===== src/rtl/param_stack.sv =====
// -----------------------------------------------------------------------------
// param_stack
// LIFO stack of DEPTH words, each WIDTH bits wide. Commands are sampled on the
// rising edge of clk and every output is registered, so there is one cycle of
// latency and no combinational path from inputs to outputs.
//
// Ports
//   clk   : in  1      single clock, all state moves on the rising edge
//   rst   : in  1      synchronous active-high reset (count, dout, err cleared)
//   PUSH  : in  1      push din onto the stack
//   POP   : in  1      remove the top word and present it on dout
//   TOS   : in  1      present the top word on dout without removing it
//   din   : in  WIDTH  write data
//   dout  : out WIDTH  registered read data
//   count : out CW     number of stored words, 0..DEPTH
//   empty : out 1      count == 0
//   full  : out 1      count == DEPTH
//   err   : out 1      one-cycle pulse flagging an illegal request
//
// Command priority: PUSH+POP is a replace of the top word; POP masks TOS;
// PUSH alone masks TOS and leaves dout untouched.
// -----------------------------------------------------------------------------
module param_stack #(
    parameter int WIDTH = 8,
    parameter int DEPTH = 16,
    parameter int CW    = $clog2(DEPTH + 1)
) (
    input  logic             clk,
    input  logic             rst,
    input  logic             PUSH,
    input  logic             POP,
    input  logic             TOS,
    input  logic [WIDTH-1:0] din,
    output logic [WIDTH-1:0] dout,
    output logic [CW-1:0]    count,
    output logic             empty,
    output logic             full,
    output logic             err
);

    // Address width of the storage array; DEPTH >= 2 keeps this at least 1.
    localparam int AW = $clog2(DEPTH);

    localparam logic [CW-1:0] ONE_C   = {{(CW-1){1'b0}}, 1'b1};
    localparam logic [CW-1:0] ZERO_C  = {CW{1'b0}};
    localparam logic [CW-1:0] DEPTH_C = CW'(DEPTH);

    logic [WIDTH-1:0] mem_r [DEPTH];

    logic [CW-1:0]    count_r;
    logic [WIDTH-1:0] dout_r;
    logic             err_r;
    logic             empty_r;
    logic             full_r;

    logic [CW-1:0]    count_next_s;
    logic [WIDTH-1:0] dout_next_s;
    logic             err_next_s;
    logic             wr_en_s;
    logic [AW-1:0]    wr_idx_s;
    logic [CW-1:0]    count_m1_s;
    logic [AW-1:0]    top_idx_s;
    logic [WIDTH-1:0] top_word_s;

    // Next free slot sits at index count; the current top word at count-1.
    // When the stack is full the free-slot index aliases but is never written.
    assign count_m1_s = count_r - ONE_C;
    assign top_idx_s  = count_m1_s[AW-1:0];
    assign top_word_s = mem_r[top_idx_s];

    // Command decode: next count/dout/err and the array write request.
    always_comb begin
        count_next_s = count_r;
        dout_next_s  = dout_r;
        err_next_s   = 1'b0;
        wr_en_s      = 1'b0;
        wr_idx_s     = count_r[AW-1:0];

        case ({PUSH, POP})
            2'b11: begin
                if (empty_r) begin
                    // Nothing to pop: the push still lands in slot 0.
                    wr_en_s      = 1'b1;
                    wr_idx_s     = count_r[AW-1:0];
                    count_next_s = ONE_C;
                    err_next_s   = 1'b1;
                end else begin
                    // Replace: old top goes out, din takes its slot; legal even when full.
                    wr_en_s     = 1'b1;
                    wr_idx_s    = top_idx_s;
                    dout_next_s = top_word_s;
                end
            end
            2'b10: begin
                if (full_r) begin
                    err_next_s = 1'b1;
                end else begin
                    wr_en_s      = 1'b1;
                    wr_idx_s     = count_r[AW-1:0];
                    count_next_s = count_r + ONE_C;
                end
            end
            2'b01: begin
                if (empty_r) begin
                    err_next_s = 1'b1;
                end else begin
                    dout_next_s  = top_word_s;
                    count_next_s = count_m1_s;
                end
            end
            2'b00: begin
                if (TOS) begin
                    if (empty_r) begin
                        err_next_s = 1'b1;
                    end else begin
                        dout_next_s = top_word_s;
                    end
                end else begin
                    err_next_s = 1'b0;
                end
            end
            default: begin
                err_next_s = 1'b0;
            end
        endcase
    end

    // Control and output registers; empty/full are registered from the next count.
    always_ff @(posedge clk) begin
        if (rst) begin
            count_r <= ZERO_C;
            dout_r  <= {WIDTH{1'b0}};
            err_r   <= 1'b0;
            empty_r <= 1'b1;
            full_r  <= 1'b0;
        end else begin
            count_r <= count_next_s;
            dout_r  <= dout_next_s;
            err_r   <= err_next_s;
            empty_r <= (count_next_s == ZERO_C);
            full_r  <= (count_next_s == DEPTH_C);
        end
    end

    // Storage array: not cleared by reset, stale words are hidden behind count.
    always_ff @(posedge clk) begin
        if (wr_en_s && !rst) begin
            mem_r[wr_idx_s] <= din;
        end
    end

    assign dout  = dout_r;
    assign count = count_r;
    assign empty = empty_r;
    assign full  = full_r;
    assign err   = err_r;

endmodule


===== config.mk =====
export PLATFORM = sky130hd
export DESIGN_NAME = param_stack
export DESIGN_NICKNAME = d
export VERILOG_FILES = /design/src/rtl/param_stack.sv
export SDC_FILE = /design/constraint.sdc
export NUM_CORES = 1
export LEC_CHECK = 0
export CORE_MARGIN = 3
export CORE_UTILIZATION = 59
export CTS_CLUSTER_DIAMETER = 30
export DETAILED_ROUTE_END_ITERATION = 8
export GPL_TIMING_DRIVEN = 0
export PLACE_DENSITY = 0.85
export SYNTH_ARGS = -nofsm -noshare
export SYNTH_HDL_FRONTEND = slang
export SYNTH_SLANG_ARGS = --single-unit

===== constraint.sdc =====
create_clock -name clk -period 3.8 [get_ports clk]
set_input_delay 0.76 -clock clk [delete_from_list [all_inputs] [get_ports clk]]
set_output_delay 0.76 -clock clk [all_outputs]
set_load 0.02 [all_outputs]

==> results.yml <==
clocking:
  clk_pin_slew_ns: 0.06
  cts_tree: "built"
  root_buffer: "clkbuf_8"
  clock_path_buffers: 2
  post_cts_buffers: 0
  htreeDepth: 4
  numCtsBuffers: 17
  worst_skew_pair.late_latency_ns: 0.51
  cts_sinks: 144
setup_path:
  path_buf_inv: 5
  max_stage_delay_ns: 0.71
  worstReg2RegStart: "count[0]$_SDFF_PP0_"
  reg2reg_to: "mem_r[3][5]$_DFFE_PP_"
  crit_chain: "buf_4, buf_4, inv_2, ha_1, clkbuf_1, clkbuf_1, o21ai_0, nand2_1, nor2_1"
  r2r_cells: 9
  crit_required_ns: 3.94
  cp_data_arrival_time_ns: 3.68
  cp_max_fo: 10
  setup.worst_path.start_class: "flip-flop"
  cp_slowest_cell: "nor2_1"
  r2r_setup_slack_ns: 0.26
  path_delay_family: "buffers and inverters"
  cp-end-kind: "flip-flop"
  critPathKind: "reg2reg"
cells_and_area:
  nFillCells: 573
  final_cell_mix: "edfxtp_1, nand2_1, mux4_2"
  drive_above_1_share: 0.203
  num_antenna_cells: 0
  syn_to_final_growth_pct: 17.0
  final_common_cell: "edfxtp_1"
  nNetsFinal: 422
placement:
  place_congestion: 0.855
  io_buffers: 27
  dp_hpwl_mm: 8.19
  post-place-ws_ns: 0.0646
yosys:
  ys_async_sr_fraction: 0
  syn_nets: 376
  synth_edf_count: 128
  synthCells: 360
  syn_area_per_cell_um2: 16.4
  synth_area_mm2: 0.00591
  ys.flop_type: "edfxtp_1"
  ys.warnings.count: 0
  ys_seq_area_frac: 0.705
  yosysUniqueCellTypes: 44
  ys_seq_elements: 144
timing:
  rsz0062_at_grt: "yes"
  fin_crit_sh: 0.931
  maxSlewViolCount: 0
  holdWs_ns: 0.517
  slew_headroom: 0.425
  worstMarginPinSlew_ns: 0.860
  period_needed_ns: 3.54
  finalSetupViolCount: 0
  finClkSkew_ns: 0.00846
  final.setup.worst_slack_ns: 0.263
  timing.fmax_mhz: 283
  finalHoldViolations: 0
power_and_ir_drop:
  cellLeakagePower_nw: 2.29
  power.density_mw_per_mm2: 557
  irDropWorstVdd_mv: 0.510
floorplanning:
  die-area_mm2: 0.0112
  ioPinCount: 29
  rows: 35
  dieWidth_um: 106
  initial_core_util: 0.622
  dieHeight_um: 106
  fp.coreArea_mm2: 0.00950
grt:
  grt_pass1_wl_mm: 20.1
  grt_overflow_total: 0
  first_global_vias: 3631
  grt_max_degree: 17
  antenna_found_initial: 0
  grt.total_usage: 0.248
flow_run:
  max_cap_violations: 0
worst_hold_path:
  hold_depth: 1
  hp-start: "dout[6]$_SDFFE_PP0P_"
  hp-class: "reg2reg"
  min_to: "dout[6]$_SDFFE_PP0P_"
routing:
  dr.pass1.iters: 6
  wire_per_inst_um: 23.5
  vias_per_cell: 6.29
  drc: 0
  drt_iter0_drc: 458
  vias: 3445
  finalWirelength_mm: 12.9
  ant_nets: 0
status:
  outcome: "finished, final reports clean"
[cells in the mapped netlist (4+ instances only)]
cell type / n / area (um^2)
dfxtp_1: 16 / 320
nand2b_1: 5 / 31.3
clkbuf_1: 10 / 37.5
edfxtp_1: 128 / 3840
a211o_1: 8 / 70.1
o21ai_0: 6 / 30.0
nand2_1: 42 / 158
buf_2: 6 / 30.0
inv_1: 4 / 15.0
buf_4: 4 / 30.0
mux4_2: 32 / 721
nor2_1: 27 / 101
a21oi_1: 19 / 95.1
xnor2_1: 4 / 35.0
[per-layer routing]
layer,part of all wire,vias up,track usage
li1,-,1501,-
met1,0.37,1700,0.319
met2,0.51,207,0.415
met3,0.091,37,0.0589
met4,0.027,0,0.0897
met5,0,-,0
[where the power goes]
part	internal, mW	leakage [nW]	switching (mW)
Clock	0.873	0.262	0.661
Combinational	0.222	0.748	0.303
Sequential	1.76	1.28	0.0292
Total	2.86	2.29	0.994
[worst register-to-register path: stages, from the launching register on]
cell      delay [ns]
dfxtp_1         0.44
buf_4           0.27
buf_4           0.25
inv_2           0.08
ha_1            0.29
clkbuf_1        0.26
clkbuf_1        0.36
o21ai_0         0.31
nand2_1         0.19
nor2_1          0.71
[cells by family after synthesis]
kind of cell    after synthesis  synth area share
fa+ha+maj                     3           0.00636
buf+inv                      27            0.0222
mux                          34             0.125
xor+xnor                      5           0.00741
compound gates               49            0.0547
flops                       144             0.705
simple gates                 98            0.0790
[layout make-up]
| cell class | count | area [um^2] | area share |
|---|---|---|---|
| Sequential cell | 144 | 4160 | 0.603 |
| Inverter | 6 | 22.5 | 0.00326 |
| Tap cell | 129 | 161 | 0.0234 |
| Clock inverter | 15 | 135 | 0.0196 |
| Buffer | 21 | 109 | 0.0158 |
| Multi-Input combinational cell | 189 | 1630 | 0.236 |
| Clock buffer | 17 | 414 | 0.0599 |
| Timing Repair Buffer | 27 | 270 | 0.0391 |
[sequential cells by signal (all words and copies together) (netlist names)]
register and cells:
count 5, dout 8, empty 1, err 1
full 1, mem_r 128
[through the flow]
stage / power [mW] / utilization / std cells / setup TNS [ns] / area, um^2
finish: 3.85 / 0.727 / 548 / 0 / 6910
global route: 3.98 / 0.727 / 548 / -0.419 / 6910
CTS: 3.85 / 0.725 / 548 / 0 / 6890
detailed placement: 2.34 / 0.667 / 516 / 0 / 6340
global placement: 2.32 / 0.667 / 516 / 0 / 6340
floorplan: 2.16 / - / 360 / 0 / 5910
[timing repair]
| action | CTS | global route |
|---|---|---|
| hold buffers | 0 | 0 |
| gates resized for setup | 0 | 9 |
| setup endpoints to repair | 0 | 72 |
[worst max path at each step]
stage | start | end | cells after the start | slack [ns]
global route | count[0]$_SDFF_PP0_ | mem_r[3][5]$_DFFE_PP_ | 9 | -0.04
global placement | count[0]$_SDFF_PP0_ | mem_r[0][0]$_DFFE_PP_ | 9 | 0.17
CTS | count[0]$_SDFF_PP0_ | mem_r[5][6]$_DFFE_PP_ | 9 | 0.09
finish | count[0]$_SDFF_PP0_ | mem_r[3][5]$_DFFE_PP_ | 9 | 0.26
floorplan | count[0]$_SDFF_PP0_ | mem_r[1][0]$_DFFE_PP_ | 9 | 0.86
detailed placement | count[0]$_SDFF_PP0_ | mem_r[5][7]$_DFFE_PP_ | 9 | 0.06
Power figures use the tool's default switching activity.
